<file path="src/rtl/id_decode_stage_if.sv">
// IF -> ID -> EX handshake bundle for the registered RV32I decode stage.
// The stage uses the slave modport; the fetch/execute side uses master.
interface id_decode_stage_if #(
    parameter int PC_W  = 32,
    parameter int CNT_W = 16
);
    logic              in_valid;
    logic              in_ready;
    logic [31:0]       in_instr;
    logic [PC_W-1:0]   in_pc;
    logic              flush;
    logic              out_valid;
    logic              out_ready;
    logic [PC_W-1:0]   out_pc;
    logic [4:0]        out_rd;
    logic [4:0]        out_rs1;
    logic [4:0]        out_rs2;
    logic              out_jal;
    logic              out_jalr;
    logic              out_mem_to_reg;
    logic              out_load_npc;
    logic              out_alu_src1;
    logic [2:0]        out_reg_write;
    logic [3:0]        out_mem_write;
    logic [1:0]        out_reg_read;
    logic [2:0]        out_branch_type;
    logic [3:0]        out_alu_ctrl;
    logic [1:0]        out_alu_src2;
    logic [2:0]        out_imm_type;
    logic [3:0]        out_md_op;
    logic              out_illegal;
    logic [CNT_W-1:0]  illegal_cnt;

    modport master (
        output in_valid, in_instr, in_pc, flush, out_ready,
        input  in_ready, out_valid, out_pc, out_rd, out_rs1, out_rs2,
        input  out_jal, out_jalr, out_mem_to_reg, out_load_npc, out_alu_src1,
        input  out_reg_write, out_mem_write, out_reg_read, out_branch_type,
        input  out_alu_ctrl, out_alu_src2, out_imm_type, out_md_op, out_illegal,
        input  illegal_cnt
    );

    modport slave (
        input  in_valid, in_instr, in_pc, flush, out_ready,
        output in_ready, out_valid, out_pc, out_rd, out_rs1, out_rs2,
        output out_jal, out_jalr, out_mem_to_reg, out_load_npc, out_alu_src1,
        output out_reg_write, out_mem_write, out_reg_read, out_branch_type,
        output out_alu_ctrl, out_alu_src2, out_imm_type, out_md_op, out_illegal,
        output illegal_cnt
    );
endinterface

</file>
<file path="src/rtl/id_decode_stage.sv">
// Registered RV32I decode stage: combinational decode into an output register
// backed by a one-entry skid buffer. Define RV32M_EN to accept M-extension ops.
module id_decode_stage #(
    parameter int PC_W  = 32,
    parameter int CNT_W = 16
) (
    input logic              CPU_CLK,
    input logic              CPU_RST,
    id_decode_stage_if.slave bus
);
    localparam logic [6:0] OPC_LUI    = 7'b0110111;
    localparam logic [6:0] OPC_AUIPC  = 7'b0010111;
    localparam logic [6:0] OPC_JAL    = 7'b1101111;
    localparam logic [6:0] OPC_JALR   = 7'b1100111;
    localparam logic [6:0] OPC_BRANCH = 7'b1100011;
    localparam logic [6:0] OPC_LOAD   = 7'b0000011;
    localparam logic [6:0] OPC_STORE  = 7'b0100011;
    localparam logic [6:0] OPC_OPIMM  = 7'b0010011;
    localparam logic [6:0] OPC_OP     = 7'b0110011;
    localparam logic [6:0] OPC_MISC   = 7'b0001111;

    localparam logic [2:0] RW_NONE = 3'd0, RW_LB = 3'd1, RW_LH = 3'd2, RW_LW = 3'd3;
    localparam logic [2:0] RW_LBU  = 3'd4, RW_LHU = 3'd5;
    localparam logic [2:0] BR_BEQ = 3'd1, BR_BNE = 3'd2, BR_BLT = 3'd3;
    localparam logic [2:0] BR_BLTU = 3'd4, BR_BGE = 3'd5, BR_BGEU = 3'd6;
    localparam logic [2:0] IMM_R = 3'd0, IMM_I = 3'd1, IMM_S = 3'd2;
    localparam logic [2:0] IMM_B = 3'd3, IMM_U = 3'd4, IMM_J = 3'd5;
    localparam logic [3:0] ALU_SLL = 4'd0, ALU_SRL = 4'd1, ALU_SRA = 4'd2, ALU_ADD = 4'd3;
    localparam logic [3:0] ALU_SUB = 4'd4, ALU_XOR = 4'd5, ALU_OR = 4'd6, ALU_AND = 4'd7;
    localparam logic [3:0] ALU_SLT = 4'd8, ALU_SLTU = 4'd9, ALU_LUI = 4'd10;
    localparam logic [1:0] SRC2_REG = 2'd0, SRC2_SHAMT = 2'd1, SRC2_IMM = 2'd2;
    localparam logic [6:0] F7_ZERO = 7'b0000000, F7_ALT = 7'b0100000, F7_MULDIV = 7'b0000001;

    typedef struct packed {
        logic [PC_W-1:0] pc;
        logic [4:0]      rd;
        logic [4:0]      rs1;
        logic [4:0]      rs2;
        logic            jal;
        logic            jalr;
        logic            mem_to_reg;
        logic            load_npc;
        logic            alu_src1;
        logic [2:0]      reg_write;
        logic [3:0]      mem_write;
        logic [1:0]      reg_read;
        logic [2:0]      branch_type;
        logic [3:0]      alu_ctrl;
        logic [1:0]      alu_src2;
        logic [2:0]      imm_type;
        logic [3:0]      md_op;
        logic            illegal;
    } bundle_t;

    typedef enum logic [1:0] {ST_EMPTY = 2'd0, ST_ONE = 2'd1, ST_TWO = 2'd2} state_t;

    logic [6:0] opcode_s;
    logic [2:0] funct3_s;
    logic [6:0] funct7_s;
    logic       ill_s;
    bundle_t    dec_s;
    logic       accept_s;
    logic       drain_s;

    state_t           state_q, state_d;
    bundle_t          main_q, main_d;
    bundle_t          skid_q, skid_d;
    logic             out_valid_q, out_valid_d;
    logic             in_ready_q, in_ready_d;
    logic [CNT_W-1:0] cnt_q, cnt_d;

    assign opcode_s = bus.in_instr[6:0];
    assign funct3_s = bus.in_instr[14:12];
    assign funct7_s = bus.in_instr[31:25];

    // Instruction decode; anything unrecognised collapses to a side-effect-free bundle.
    always_comb begin
        dec_s     = '0;
        dec_s.pc  = bus.in_pc;
        dec_s.rd  = bus.in_instr[11:7];
        dec_s.rs1 = bus.in_instr[19:15];
        dec_s.rs2 = bus.in_instr[24:20];
        ill_s     = 1'b0;
        case (opcode_s)
            OPC_LUI: begin
                dec_s.reg_write = RW_LW;
                dec_s.imm_type  = IMM_U;
                dec_s.alu_src2  = SRC2_IMM;
                dec_s.alu_ctrl  = ALU_LUI;
            end
            OPC_AUIPC: begin
                dec_s.reg_write = RW_LW;
                dec_s.imm_type  = IMM_U;
                dec_s.alu_src1  = 1'b1;
                dec_s.alu_src2  = SRC2_IMM;
                dec_s.alu_ctrl  = ALU_ADD;
            end
            OPC_JAL: begin
                dec_s.jal       = 1'b1;
                dec_s.load_npc  = 1'b1;
                dec_s.reg_write = RW_LW;
                dec_s.imm_type  = IMM_J;
            end
            OPC_JALR: begin
                dec_s.jalr      = 1'b1;
                dec_s.load_npc  = 1'b1;
                dec_s.reg_write = RW_LW;
                dec_s.reg_read  = 2'b10;
                dec_s.imm_type  = IMM_I;
                dec_s.alu_src2  = SRC2_IMM;
                dec_s.alu_ctrl  = ALU_ADD;
                ill_s           = (funct3_s != 3'b000);
            end
            OPC_BRANCH: begin
                dec_s.reg_read = 2'b11;
                dec_s.imm_type = IMM_B;
                case (funct3_s)
                    3'b000:  dec_s.branch_type = BR_BEQ;
                    3'b001:  dec_s.branch_type = BR_BNE;
                    3'b100:  dec_s.branch_type = BR_BLT;
                    3'b101:  dec_s.branch_type = BR_BGE;
                    3'b110:  dec_s.branch_type = BR_BLTU;
                    3'b111:  dec_s.branch_type = BR_BGEU;
                    default: ill_s = 1'b1;
                endcase
            end
            OPC_LOAD: begin
                dec_s.mem_to_reg = 1'b1;
                dec_s.reg_read   = 2'b10;
                dec_s.imm_type   = IMM_I;
                dec_s.alu_src2   = SRC2_IMM;
                dec_s.alu_ctrl   = ALU_ADD;
                case (funct3_s)
                    3'b000:  dec_s.reg_write = RW_LB;
                    3'b001:  dec_s.reg_write = RW_LH;
                    3'b010:  dec_s.reg_write = RW_LW;
                    3'b100:  dec_s.reg_write = RW_LBU;
                    3'b101:  dec_s.reg_write = RW_LHU;
                    default: ill_s = 1'b1;
                endcase
            end
            OPC_STORE: begin
                dec_s.reg_read = 2'b11;
                dec_s.imm_type = IMM_S;
                dec_s.alu_src2 = SRC2_IMM;
                dec_s.alu_ctrl = ALU_ADD;
                case (funct3_s)
                    3'b000:  dec_s.mem_write = 4'b0001;
                    3'b001:  dec_s.mem_write = 4'b0011;
                    3'b010:  dec_s.mem_write = 4'b1111;
                    default: ill_s = 1'b1;
                endcase
            end
            OPC_OPIMM: begin
                dec_s.reg_write = RW_LW;
                dec_s.reg_read  = 2'b10;
                dec_s.imm_type  = IMM_I;
                dec_s.alu_src2  = SRC2_IMM;
                case (funct3_s)
                    3'b000: dec_s.alu_ctrl = ALU_ADD;
                    3'b010: dec_s.alu_ctrl = ALU_SLT;
                    3'b011: dec_s.alu_ctrl = ALU_SLTU;
                    3'b100: dec_s.alu_ctrl = ALU_XOR;
                    3'b110: dec_s.alu_ctrl = ALU_OR;
                    3'b111: dec_s.alu_ctrl = ALU_AND;
                    3'b001: begin
                        dec_s.alu_src2 = SRC2_SHAMT;
                        dec_s.alu_ctrl = ALU_SLL;
                        ill_s          = (funct7_s != F7_ZERO);
                    end
                    3'b101: begin
                        dec_s.alu_src2 = SRC2_SHAMT;
                        if (funct7_s == F7_ZERO) begin
                            dec_s.alu_ctrl = ALU_SRL;
                        end else if (funct7_s == F7_ALT) begin
                            dec_s.alu_ctrl = ALU_SRA;
                        end else begin
                            ill_s = 1'b1;
                        end
                    end
                    default: ill_s = 1'b1;
                endcase
            end
            OPC_OP: begin
                dec_s.reg_write = RW_LW;
                dec_s.reg_read  = 2'b11;
                dec_s.imm_type  = IMM_R;
                dec_s.alu_src2  = SRC2_REG;
                if (funct7_s == F7_ZERO) begin
                    case (funct3_s)
                        3'b000:  dec_s.alu_ctrl = ALU_ADD;
                        3'b001:  dec_s.alu_ctrl = ALU_SLL;
                        3'b010:  dec_s.alu_ctrl = ALU_SLT;
                        3'b011:  dec_s.alu_ctrl = ALU_SLTU;
                        3'b100:  dec_s.alu_ctrl = ALU_XOR;
                        3'b101:  dec_s.alu_ctrl = ALU_SRL;
                        3'b110:  dec_s.alu_ctrl = ALU_OR;
                        default: dec_s.alu_ctrl = ALU_AND;
                    endcase
                end else if (funct7_s == F7_ALT) begin
                    case (funct3_s)
                        3'b000:  dec_s.alu_ctrl = ALU_SUB;
                        3'b101:  dec_s.alu_ctrl = ALU_SRA;
                        default: ill_s = 1'b1;
                    endcase
                end else if (funct7_s == F7_MULDIV) begin
`ifdef RV32M_EN
                    dec_s.md_op    = {1'b1, funct3_s};
                    dec_s.alu_ctrl = 4'd0;
`else
                    ill_s = 1'b1;
`endif
                end else begin
                    ill_s = 1'b1;
                end
            end
            OPC_MISC: ill_s = (funct3_s != 3'b000) && (funct3_s != 3'b001);
            default:  ill_s = 1'b1;
        endcase
        // Register indices stay raw even when the encoding is rejected.
        if (ill_s) begin
            dec_s         = '0;
            dec_s.pc      = bus.in_pc;
            dec_s.rd      = bus.in_instr[11:7];
            dec_s.rs1     = bus.in_instr[19:15];
            dec_s.rs2     = bus.in_instr[24:20];
            dec_s.illegal = 1'b1;
        end else begin
            dec_s.illegal = 1'b0;
        end
    end

    // Output/skid FSM, next-register values and the saturating illegal counter.
    always_comb begin
        state_d  = state_q;
        main_d   = main_q;
        skid_d   = skid_q;
        cnt_d    = cnt_q;
        accept_s = bus.in_valid && in_ready_q;
        drain_s  = out_valid_q && bus.out_ready;
        if (bus.flush) begin
            state_d = ST_EMPTY;
        end else begin
            case (state_q)
                ST_EMPTY: begin
                    if (accept_s) begin
                        main_d  = dec_s;
                        state_d = ST_ONE;
                    end else begin
                        state_d = ST_EMPTY;
                    end
                end
                ST_ONE: begin
                    if (accept_s && drain_s) begin
                        main_d = dec_s;
                    end else if (accept_s) begin
                        skid_d  = dec_s;
                        state_d = ST_TWO;
                    end else if (drain_s) begin
                        state_d = ST_EMPTY;
                    end else begin
                        state_d = ST_ONE;
                    end
                end
                ST_TWO: begin
                    if (drain_s) begin
                        main_d  = skid_q;
                        state_d = ST_ONE;
                    end else begin
                        state_d = ST_TWO;
                    end
                end
                default: state_d = ST_EMPTY;
            endcase
            if (accept_s && dec_s.illegal && (cnt_q != {CNT_W{1'b1}})) begin
                cnt_d = cnt_q + {{(CNT_W-1){1'b0}}, 1'b1};
            end else begin
                cnt_d = cnt_q;
            end
        end
        out_valid_d = (state_d != ST_EMPTY);
        in_ready_d  = (state_d != ST_TWO);
    end

    // State, bundle registers and counter; reset clears everything without a clock.
    always_ff @(posedge CPU_CLK or posedge CPU_RST) begin
        if (CPU_RST) begin
            state_q     <= ST_EMPTY;
            main_q      <= '0;
            skid_q      <= '0;
            out_valid_q <= 1'b0;
            in_ready_q  <= 1'b1;
            cnt_q       <= '0;
        end else begin
            state_q     <= state_d;
            main_q      <= main_d;
            skid_q      <= skid_d;
            out_valid_q <= out_valid_d;
            in_ready_q  <= in_ready_d;
            cnt_q       <= cnt_d;
        end
    end

    assign bus.in_ready        = in_ready_q;
    assign bus.out_valid       = out_valid_q;
    assign bus.out_pc          = main_q.pc;
    assign bus.out_rd          = main_q.rd;
    assign bus.out_rs1         = main_q.rs1;
    assign bus.out_rs2         = main_q.rs2;
    assign bus.out_jal         = main_q.jal;
    assign bus.out_jalr        = main_q.jalr;
    assign bus.out_mem_to_reg  = main_q.mem_to_reg;
    assign bus.out_load_npc    = main_q.load_npc;
    assign bus.out_alu_src1    = main_q.alu_src1;
    assign bus.out_reg_write   = main_q.reg_write;
    assign bus.out_mem_write   = main_q.mem_write;
    assign bus.out_reg_read    = main_q.reg_read;
    assign bus.out_branch_type = main_q.branch_type;
    assign bus.out_alu_ctrl    = main_q.alu_ctrl;
    assign bus.out_alu_src2    = main_q.alu_src2;
    assign bus.out_imm_type    = main_q.imm_type;
    assign bus.out_md_op       = main_q.md_op;
    assign bus.out_illegal     = main_q.illegal;
    assign bus.illegal_cnt     = cnt_q;
endmodule

</file>
<file path="src/flat_wrapper.sv">
// flat-port wrapper written by rule: the top's interface ports become plain ports
module id_decode_stage_flat 
#(
    parameter int PC_W  = 32,
    parameter int CNT_W = 16
)
  (CPU_CLK, CPU_RST, bus_in_valid, bus_in_instr, bus_in_pc, bus_flush, bus_out_ready, bus_in_ready, bus_out_valid, bus_out_pc, bus_out_rd, bus_out_rs1, bus_out_rs2, bus_out_jal, bus_out_jalr, bus_out_mem_to_reg, bus_out_load_npc, bus_out_alu_src1, bus_out_reg_write, bus_out_mem_write, bus_out_reg_read, bus_out_branch_type, bus_out_alu_ctrl, bus_out_alu_src2, bus_out_imm_type, bus_out_md_op, bus_out_illegal, bus_illegal_cnt);
  id_decode_stage_if #(.PC_W(PC_W), .CNT_W(CNT_W)) bus_i ();
  input logic CPU_CLK;
  input logic CPU_RST;
  input wire logic [$bits(bus_i.in_valid)-1:0] bus_in_valid;
  input wire logic [$bits(bus_i.in_instr)-1:0] bus_in_instr;
  input wire logic [$bits(bus_i.in_pc)-1:0] bus_in_pc;
  input wire logic [$bits(bus_i.flush)-1:0] bus_flush;
  input wire logic [$bits(bus_i.out_ready)-1:0] bus_out_ready;
  output wire logic [$bits(bus_i.in_ready)-1:0] bus_in_ready;
  output wire logic [$bits(bus_i.out_valid)-1:0] bus_out_valid;
  output wire logic [$bits(bus_i.out_pc)-1:0] bus_out_pc;
  output wire logic [$bits(bus_i.out_rd)-1:0] bus_out_rd;
  output wire logic [$bits(bus_i.out_rs1)-1:0] bus_out_rs1;
  output wire logic [$bits(bus_i.out_rs2)-1:0] bus_out_rs2;
  output wire logic [$bits(bus_i.out_jal)-1:0] bus_out_jal;
  output wire logic [$bits(bus_i.out_jalr)-1:0] bus_out_jalr;
  output wire logic [$bits(bus_i.out_mem_to_reg)-1:0] bus_out_mem_to_reg;
  output wire logic [$bits(bus_i.out_load_npc)-1:0] bus_out_load_npc;
  output wire logic [$bits(bus_i.out_alu_src1)-1:0] bus_out_alu_src1;
  output wire logic [$bits(bus_i.out_reg_write)-1:0] bus_out_reg_write;
  output wire logic [$bits(bus_i.out_mem_write)-1:0] bus_out_mem_write;
  output wire logic [$bits(bus_i.out_reg_read)-1:0] bus_out_reg_read;
  output wire logic [$bits(bus_i.out_branch_type)-1:0] bus_out_branch_type;
  output wire logic [$bits(bus_i.out_alu_ctrl)-1:0] bus_out_alu_ctrl;
  output wire logic [$bits(bus_i.out_alu_src2)-1:0] bus_out_alu_src2;
  output wire logic [$bits(bus_i.out_imm_type)-1:0] bus_out_imm_type;
  output wire logic [$bits(bus_i.out_md_op)-1:0] bus_out_md_op;
  output wire logic [$bits(bus_i.out_illegal)-1:0] bus_out_illegal;
  output wire logic [$bits(bus_i.illegal_cnt)-1:0] bus_illegal_cnt;
  assign bus_i.in_valid = bus_in_valid;
  assign bus_i.in_instr = bus_in_instr;
  assign bus_i.in_pc = bus_in_pc;
  assign bus_i.flush = bus_flush;
  assign bus_i.out_ready = bus_out_ready;
  assign bus_in_ready = bus_i.in_ready;
  assign bus_out_valid = bus_i.out_valid;
  assign bus_out_pc = bus_i.out_pc;
  assign bus_out_rd = bus_i.out_rd;
  assign bus_out_rs1 = bus_i.out_rs1;
  assign bus_out_rs2 = bus_i.out_rs2;
  assign bus_out_jal = bus_i.out_jal;
  assign bus_out_jalr = bus_i.out_jalr;
  assign bus_out_mem_to_reg = bus_i.out_mem_to_reg;
  assign bus_out_load_npc = bus_i.out_load_npc;
  assign bus_out_alu_src1 = bus_i.out_alu_src1;
  assign bus_out_reg_write = bus_i.out_reg_write;
  assign bus_out_mem_write = bus_i.out_mem_write;
  assign bus_out_reg_read = bus_i.out_reg_read;
  assign bus_out_branch_type = bus_i.out_branch_type;
  assign bus_out_alu_ctrl = bus_i.out_alu_ctrl;
  assign bus_out_alu_src2 = bus_i.out_alu_src2;
  assign bus_out_imm_type = bus_i.out_imm_type;
  assign bus_out_md_op = bus_i.out_md_op;
  assign bus_out_illegal = bus_i.out_illegal;
  assign bus_illegal_cnt = bus_i.illegal_cnt;
  id_decode_stage #(.PC_W(PC_W), .CNT_W(CNT_W)) u_core (.CPU_CLK(CPU_CLK), .CPU_RST(CPU_RST), .bus(bus_i));
endmodule
</file>
<file path="config.mk">
export PLATFORM = sky130hd
export DESIGN_NAME = id_decode_stage_flat
export DESIGN_NICKNAME = d
export VERILOG_FILES = /design/src/rtl/id_decode_stage_if.sv /design/src/rtl/id_decode_stage.sv /design/src/flat_wrapper.sv
export SDC_FILE = /design/constraint.sdc
export NUM_CORES = 1
export LEC_CHECK = 0
export ABC_AREA = 1
export CORE_ASPECT_RATIO = 1.25
export CORE_MARGIN = 2
export CORE_UTILIZATION = 35
export CTS_BUF_LIST = sky130_fd_sc_hd__clkbuf_8 sky130_fd_sc_hd__clkbuf_16
export CTS_CLUSTER_SIZE = 8
export DETAILED_ROUTE_END_ITERATION = 10
export HOLD_SLACK_MARGIN = 0.05
export PLACE_DENSITY = 0.71
export SLEW_MARGIN = 20
export SYNTH_ARGS = -nofsm -noshare
export SYNTH_HDL_FRONTEND = slang
export SYNTH_SLANG_ARGS = --single-unit
</file>
<file path="constraint.sdc">
create_clock -name CPU_CLK -period 4.8 [get_ports CPU_CLK]
set_input_delay 0.72 -clock CPU_CLK [delete_from_list [all_inputs] [get_ports CPU_CLK]]
set_output_delay 0.72 -clock CPU_CLK [all_outputs]
set_load 0.03 [all_outputs]
</file>
# After elaboration in Yosys (flattened, before gate mapping)
# Index checks and enable logic that the tools add are counted.
dict set report totals {
  ff_bits 176
  in_bits 69
  word_cells 142
  output_inout_bits 96
}
dict set report op_classes {
  add_sub_neg 1
  n_reduce_logical 28
  eq_ne 26
  mux 45
  n_bitwise 2
}
# operator n
set op_table {}
lappend op_table {{$mux W78} 3}
lappend op_table {{$pmux W78 S3} 1}
lappend op_table {{$pmux W4 S8} 1}
lappend op_table {{$mux W30} 1}
lappend op_table {{$pmux W3 S5} 2}
lappend op_table {{$eq A7 B6 Y1 const B} 4}
lappend op_table {{$pmux W4 S7} 1}
lappend op_table {{$pmux W6 S4} 1}
lappend op_table {{$eq A7 B7 Y1 const B} 3}
lappend op_table {{$pmux W3 S6} 1}
lappend op_table {{$add A16 B1 Y16 const B} 1}
lappend op_table {{$mux W1} 16}
lappend op_table {{$ne A16 B16 Y1 const B} 1}
lappend op_table {{$eq A7 B5 Y1 const B} 2}
lappend op_table {{$mux W2} 7}
lappend op_table {{$eq A3 B3 Y1 const B} 4}
lappend op_table {{$mux W4} 3}
lappend op_table {{$pmux W3 S2} 2}
lappend op_table {{$pmux W4 S3} 1}
lappend op_table {{$reduce_or A3 Y1} 4}
lappend op_table {{$reduce_or A6 Y1} 2}
lappend op_table {{$pmux W1 S8} 1}
lappend op_table {{$reduce_or A2 Y1} 4}
lappend op_table {{$eq A7 B2 Y1 const B} 1}
lappend op_table {{other kinds (25)} 35}

# Longest topological paths before layout
# Gate-level depths: netlist of run 1.
dict set report depth {
  word_depth 10
  ltp_mapped 13
  depth_no_buf 12
}

# Worst setup path before layout of run 1
# Ideal clock, no wire load.
dict set report synth_timing {
  path_kind {input to register}
  from {in bus_in_instr[12]}
  to {reg u_core.cnt_q[2] (netlist: u_core.bus.illegal_cnt[2])}
  slack_ns 2.845
  t_required_ns 4.726
  setup_ns 0.074
  path_buffers 2
  arrival_time_ns 1.881
  cell_stages 13
  path_cell_list {buf_2 -> nor2_2 -> nor2_1 -> nor2_1 -> nand2_1 -> nand3_1 -> nand2_2 -> nor2_4 -> nand2_4 -> nand2_2 -> buf_6 -> nand2_1 -> o21ai_2}
}
dict set report synth_between {
  elab_chain_cells 10
  elab_cells_between_ends 26
  classes_between {eq/ne (7); mux (9); reduce/logical (10)}
}
# item line
set synth_rtl {}
lappend synth_rtl {{from (decl)} flat_wrapper.sv:12} ;# input wire logic [$bits(bus_i.in_instr)-1:0] bus_in_instr;
lappend synth_rtl {{$eq A3 B3 Y1 / $logic_not A3 Y1 (equally long branches)} n/a}
lappend synth_rtl {{$reduce_or A2 Y1 (no source line)} n/a}
lappend synth_rtl {{$mux W1} id_decode_stage.sv:201} ;# case (funct3_s)
lappend synth_rtl {{$mux W1} id_decode_stage.sv:200} ;# end else if (funct7_s == F7_ALT) begin
lappend synth_rtl {{$mux W1} id_decode_stage.sv:189} ;# if (funct7_s == F7_ZERO) begin
lappend synth_rtl {{$pmux W1 S8 (*)} id_decode_stage.sv:84} ;# case (opcode_s)
lappend synth_rtl {{$mux W1 (*)} id_decode_stage.sv:221} ;# if (ill_s) begin
lappend synth_rtl {{$logic_and A1 B1 Y1 (*) (2 in a row)} id_decode_stage.sv:275} ;# if (accept_s && dec_s.illegal && (cnt_q != {CNT_W{1'b1}})) begin
lappend synth_rtl {{$reduce_and A2 Y1 (no source line) (*)} n/a}
lappend synth_rtl {{to (signal assigned)} id_decode_stage.sv:300} ;# cnt_q <= cnt_d;
lappend synth_rtl {{to (decl)} id_decode_stage.sv:70} ;# logic [CNT_W-1:0] cnt_q, cnt_d;
# Mark *: on every way between the ends. The rest lies on a longest branch, timed or not.
# A chain may end at the register's enable or synchronous reset.

# Worst setup path after layout of run 1
dict set report layout_timing {
  from {in bus_in_instr[14]}
  to {reg u_core.cnt_q[14] (netlist: u_core.bus.illegal_cnt[14])}
}
# The elaborated chain is that of the path after synthesis.

==> results of run 1 <==
-- metrics by stage --
step | total power, mW | worst slack, ns
2_1_floorplan | 3.33 | 1.97
3_3_place_gp | 4.14 | 1.72
3_5_place_dp | 4.18 | 1.68
4_1_cts | 5.65 | 2.13
5_1_grt | 5.91 | 1.84
6_report | 5.58 | 2.09
-- cells by family after synthesis --
logic type / after synthesis
XOR/XNOR: 15
AO/OA/AOI/OAI: 113
adder cells (fa/ha/maj): 1
AND/OR/NAND/NOR: 619
other: 1
flip-flops: 166
buffers and inverters: 110
-- power by group --
group / total, mW / internal [mW] / switching [mW]
registers: 2.15 / 1.86 / 0.285
clock network: 1.45 / 0.803 / 0.643
logic: 1.99 / 0.791 / 1.20
total: 5.58 / 3.46 / 2.12
-- layer usage --
layer / vias to the layer above / share of wire [%] / GRT usage, %
li1: 3509 / - / -
met1: 3358 / 44 / 22.1
met2: 176 / 49 / 29.6
met3: 34 / 4.8 / 3.66
met4: 0 / 2.2 / 6.59
met5: - / 0 / 0
-- cells in the final DEF, fill, tap and decap left out, types with 3 or more instances in the layout --
| cell type | synthesis | layout |
|---|---|---|
| o21ai_1 | 15 | 15 |
| nor3_1 | 4 | 4 |
| dfrtp_1 | 165 | 165 |
| xor2_1 | 4 | 4 |
| o21ai_2 | 4 | 4 |
| nand4_1 | 5 | 5 |
| inv_2 | 11 | 10 |
| inv_8 | 0 | 4 |
| o211ai_1 | 7 | 7 |
| nand2_2 | 4 | 4 |
| a31oi_1 | 47 | 47 |
| a21oi_1 | 14 | 14 |
| xnor2_1 | 11 | 11 |
| nand3_1 | 49 | 49 |
| nand2_1 | 427 | 427 |
| clkbuf_16 | 0 | 17 |
| nor2_4 | 3 | 4 |
| nor2_2 | 3 | 3 |
| clkinv_8 | 0 | 4 |
| conb_1 | 1 | 4 |
| o21ai_0 | 23 | 23 |
| clkdlybuf4s50_1 | 0 | 160 |
| inv_6 | 0 | 3 |
| buf_4 | 7 | 6 |
| nor2_1 | 114 | 113 |
| inv_1 | 41 | 40 |
-- critical path: stages --
cell,delay (ns)
clkdlybuf4s50_1,0.60
inv_1,0.20
nand2_1,0.10
nor2_1,0.14
nor2_1,0.06
nor2_1,0.10
nand2_1,0.09
nor2_4,0.27
nand2_4,0.20
nand2_2,0.36
nand2_1,0.12
o21ai_2,0.07
-- worst min-delay path by stage --
stage | start | endpoint | slack [ns] | depth (start not counted)
floorplan | u_core.skid_q[31] | u_core.skid_q[31] | 0.44 | 2
global placement | u_core.skid_q[77] | u_core.skid_q[77] | 0.45 | 2
detailed placement | u_core.skid_q[68] | u_core.skid_q[68] | 0.46 | 2
CTS | u_core.skid_q[75] | u_core.skid_q[75] | 0.48 | 2
global route | u_core.skid_q[51] | u_core.skid_q[51] | 0.50 | 2
finish | u_core.skid_q[75] | u_core.skid_q[75] | 0.47 | 2
-- layout make-up --
type,count,area share [%]
clock buffers,17,4.11
clock inverters,15,2.03
inverters,52,1.93
multi-input cells,752,32.1
flip-flops and latches,166,40.1
well taps,283,3.42
repair buffers,168,16.3
==> results.md, run 1 <==
* Worst slew margin at between 30% and 40%
* Clk Tree Root Cell: clkbuf_16
* Critical Path Source Type: input port
* Diodes inserted at 0
* Ys Warns at 0
* Synth async-reset ratio at 100%
* Die X at approximately 140 um
* Worst Setup Path Type: input port to register
* Most numerous cell in the Yosys netlist: nand2_1
* Synth cell types at 35
* Max reg flops at 73
* Hold_buf cts at 0
* Initial antenna violation count at 0
* Vias in the first global route at 6725
* Fmax at roughly 370 MHz
* CTS tree: done
* Number of buffers added for setup after CTS at 0
* Top post-synthesis cells by area: dfrtp_1, nand2_1, nor2_1, a31oi_1, nand3_1
* EDFF count, synth at 0
* Clk_skew at approximately 0.010 ns
* Initial core utilization at 35.6%
* Final hold vios at 0
* Die area at 23900 sq um
* Routed WL at approximately 21000 um
* Worst Setup EP: u_core.bus.illegal_cnt[14]
* FILL cells at approximately 2.2k
* Worst skew pair latency at 0.43 ns
* H-tree Lvls at 4
* # port buffers at 160
* Placer Congestion at about 0.9
* Critical path launch point: bus_in_instr[14]
* Max clock buf depth at 2
* Worst R2R Path Depth at 9
* # placed instances at around 1.4k
* I/O pin count at between 150 and 200
* Footprint of the multi-input gates at approximately 3300 sq um
* Per-cell routed wire length at approximately 14 um
* Core Area at roughly 22000 sq um
* RR Endpoint: u_core.bus.illegal_cnt[14]
* Top post-synthesis cells by count: nand2_1, dfrtp_1, nor2_1
* Final setup fails at 0
* Mean Syn Cell Area at around 7.7 sq um
* Mux contribution to synthesized area at 0%
* Initial DRC Count at around 460
* Setup crit end kind: register
* Setup TNS at 0 ns
* Routed vias at roughly 7k
* Slew @ Worst Pin at 1.01 ns
* Synth Area in Simple Gates at about a third
* Worst min path class: register to register
* WP data arrival at 3.06 ns
* # Max-Cap Violations at 0
* Synth Area in Compound Gates at ~8.4%
* Die Y at approximately 170 um
* # clock sinks at approximately 170
* RSZ-0062 raised after global routing: no
* Critical Path RT at about 5.2 ns
* Final Slew Violations at 0
* Post-cts sizing count at 0
* CP max FO at 20
* Vias/cell at approximately 5
* Synth Area in XOR/XNOR at roughly 1.7%
* Detailed placement HPWL at ~14000 um
* ANT nets after route at 0
* Maximum VDD drop at ~0.31 mV
* Remaining global-route overflow at 0
* Leak pwr at 5.08 nW
* Synthesized cell area at around 7900 sq um
* Main combinational cell family by area after synthesis: simple AND/OR/NAND/NOR gates
* Register bit total from synthesis at 166
* Finished layout cell area at around 10000 sq um
* P&R area growth vs syn at 30.5%
* Placed cell areas at between 9000 and 10000 sq um
* Worst hold slack at ~0.47 ns
* Synth area leader: dfrtp_1
* Row cnt at slightly above 60
* Final #Nets at 1227
* Post-synthesis cell count at slightly above 1k
* PD cells at 539 nW/um^2
* Final critical-path share of the clock period at 56.5%
* DRT Pass-1 Iters at 5
* Top cell type's share of synthesized area at a little over half
* Reg2reg setup slack at roughly 2.6 ns
* TritonCTS Buffers at 17
* Worst reg2reg startpoint: u_core.bus.illegal_cnt[0]
* Sequential element share of the synthesized area at a little over half
* Register area at just over 4000 sq um
* Tmin final at roughly 2.7 ns
* Ratio of cells with drive above 1 in the final layout at between 6 and 7%
* Outcome: completed
* Final std cells w/o fill at around 1.5k
* Prevailing post-synth register cell: dfrtp_1
* Reg clk slew, reported paths at ~0.070 ns
* Drc violations at 0
* Largest net degree at the start of global routing at 96
* First-pass GRT wire length at 33800 um
* Util after Layout at ~46%
* Reg with most FFs: u_core.skid_q
* Gr usage total at 17.4%
* Adder-cell share of the synthesized area at 0.158%
(Power assumes the default switching activity.)
==> run 2: changes to the inputs <==
--- a/config.mk
+++ b/config.mk
@@ -13,7 +13,7 @@
 export CTS_CLUSTER_SIZE = 8
 export DETAILED_ROUTE_END_ITERATION = 10
 export HOLD_SLACK_MARGIN = 0.05
-export PLACE_DENSITY = 0.71
+export PLACE_DENSITY = 0.69
 export SLEW_MARGIN = 20
 export SYNTH_ARGS = -nofsm -noshare
 export SYNTH_HDL_FRONTEND = slang
==> constraint.sdc (replaced) <==
create_clock -name CPU_CLK -period 2.75 [get_ports CPU_CLK]
set_input_delay 0.4125 -clock CPU_CLK [delete_from_list [all_inputs] [get_ports CPU_CLK]]
set_output_delay 0.4125 -clock CPU_CLK [all_outputs]
set_load 0.03 [all_outputs]
==> run 2 against run 1 <==
Effect of this change:
- final cell count grew 0.55%
- sequential cell count is the same
- total power grew 72%
- first-iteration DRC count grew 5.6%
- clock skew grew 0.0048 ns
- global-route usage grew 0.29 points
- combinational power grew 74%
- register-to-register slack lost 1.9 ns
- non-clock buffer count grew 8
- sequential share of layout area shrank 0.23 points
- design area grew 0.57%
- via count shrank 0.73%
==> results.md, run 2 (synthesized netlist as in run 1, its figures left out) <==
* Slowest Stage Delay on Critical Path at between 0.5 and 0.6 ns
* Max reg flops at 73
* Number of buffers added for setup after CTS at 0
* I/O pin count at between 150 and 200
* Max clock buf depth at 2
* Busiest grt layer: met2
* Worst R2R Path Depth at 10
* Maximum VDD drop at 0.535 mV
* Critical Path RT at 3.07 ns
* Slew @ Worst Pin at slightly below 0.7 ns
* CP max FO at 14
* Die Y at 172 um
* Levels on crit path at 12
* Post-cts sizing count at 0
* PD cells at slightly above 900 nW/um^2
* Detailed placement HPWL at between 10000 and 15000 um
* WP buf/inv at 3
* Diodes inserted at 0
* Reg clk slew, reported paths at approximately 0.08 ns
* Final setup fails at 0
* Met1 usage at 21.6%
* Commonest non-fill, non-tap cell in the layout: nand2_1
* Critical Path Source Type: input port
* Remaining global-route overflow at 0
* CTS tree: done
* Placer Congestion at ~0.87
* Setup TNS at 0 ns
* Fmax at just under 500 MHz
* First-pass GRT wire length at 34200 um
* Met2 usage at a little under a third
* Final Slew Violations at 0
* DRT Pass-1 Iters at 5
* Tmin final at between 2 and 2.5 ns
* Reg with most FFs: u_core.skid_q
* GRT met3 Usage at 3.60%
* Hold_buf cts at 0
* Gr usage total at between 10% and 20%
* RR Endpoint: u_core.bus.illegal_cnt[2]
* Routed vias at between 7k and 8k
* Worst skew pair latency at approximately 0.44 ns
* Row cnt at 61
* Initial core utilization at a little over a third
* Worst min path class: input port to asynchronous set/reset pin
* Initial antenna violation count at 0
* Die area at roughly 24000 sq um
* Worst reg2reg startpoint: u_core.bus.illegal_cnt[0]
* Clk Tree Root Cell: clkbuf_16
* Reg2reg setup slack at ~0.72 ns
* # port buffers at 160
* Post-layout worst setup margin at between 0.6 and 0.7 ns
* P&R area growth vs syn at 31.2%
* Vias in the first global route at approximately 6.8k
* Worst Setup Path Type: input port to register
* WP data arrival at 2.39 ns
* Largest net degree at the start of global routing at 96
* DP Worst Slack at around 0.24 ns
* Final critical-path share of the clock period at between 70% and 80%
* Final #Nets at approximately 1.2k
* TritonCTS Buffers at 17
* CP max stage cell: clkdlybuf4s50_1
* Die X at 139 um
* CP cell instances: clkdlybuf4s50_1 -> inv_1 -> nand2_1 -> nor2_1 -> nor2_1 -> nor2_1 -> nand2_1 -> nor2_4 -> nand2_4 -> buf_4 -> nand3b_1 -> nand2_1
* ANT nets after route at 0
* Initial DRC Count at a little under 500
* Crit path max-delay family: simple AND/OR/NAND/NOR gates
* Final hold vios at 0
* RSZ-0062 raised after global routing: no
* Drc violations at 0
* Routed WL at approximately 20000 um
* Setup crit end kind: register
* Core Area at roughly 22000 sq um
* Clk_skew at 0.0149 ns
* Ratio of cells with drive above 1 in the final layout at under 10%
* # Max-Cap Violations at 0
* H-tree Lvls at 4
* Worst slew margin at 54.3%
* Vias/cell at between 4 and 5
* # clock sinks at about 170
* Commonest non-fill, non-tap cells in the layout: nand2_1, dfrtp_1, clkdlybuf4s50_1, nor2_1, nand3_1
* Per-cell routed wire length at roughly 14 um
* Leak pwr at slightly above 5 nW
* Outcome: completed
[run 2: cell types whose count changed in the layout (fill, tap and decap cells not counted), sizes merged]
cell	change
buf	+8
bufinv	-2
clkinv	+1
clkinvlp	+1
[run 2: layer usage]
metal  vias up  wire length (um)  share of wire [%]
met3        32               984                4.8
met5         -                 0                  0
met4         0               553                2.7
met1      3276              8710                 43
li1       3524                 -                  -
met2       193             10200                 50
[run 2: cell type report]
cell class                      instances  area (sq um)
Timing Repair Buffer                  176          1800
Sequential cell                       166          4160
Inverter                               52           200
Tap cell                              283           354
Fill cell                            2199         11900
Clock inverter                         15           159
Clock buffer                           17           425
Multi-Input combinational cell        752          3330
[run 2: how the worst max path moves through the flow]
stage | start | endpoint | slack (ns)
4_1_cts | u_core.bus.in_ready | bus_in_ready | 0.66
6_report | bus_in_instr[14] | u_core.bus.illegal_cnt[0] | 0.68
3_3_place_gp | bus_in_instr[14] | u_core.bus.illegal_cnt[0] | 0.27
3_5_place_dp | bus_in_instr[14] | u_core.skid_q[0] | 0.24
5_1_grt | bus_in_instr[14] | u_core.bus.illegal_cnt[0] | 0.46
2_1_floorplan | CPU_RST | u_core.bus.illegal_cnt[0] | 0.23
[run 2: where the power goes]
group | switching (mW) | total [mW] | internal [mW] | leakage, nW
sequential | 0.528 | 3.78 | 3.25 | 2.08
combinational | 2.06 | 3.47 | 1.41 | 2.75
clock | 1.12 | 2.33 | 1.21 | 0.284
[run 2: worst reg2reg max path, cell delays in order, from the launching register on]
cell	delay, ns
dfrtp_1	0.48
ha_1	0.27
nand3_2	0.15
nor3_2	0.28
nand3_1	0.10
o21ai_1	0.15
inv_2	0.14
nand2_2	0.12
buf_12	0.15
nand2_1	0.07
o21ai_2	0.06
[run 2: stage by stage]
step           instances  area [sq um]  power [mW]  util, %  hold slack, ns
2_1_floorplan       1028          7950        5.82        -           0.442
3_3_place_gp        1429          9830        7.27     44.1           0.453
3_5_place_dp        1429          9830        7.33     44.1           0.458
4_1_cts             1461         10400        9.70     46.7           0.359
5_1_grt             1461         10400        10.2     46.7           0.368
6_report            1461         10400        9.58     46.7           0.354
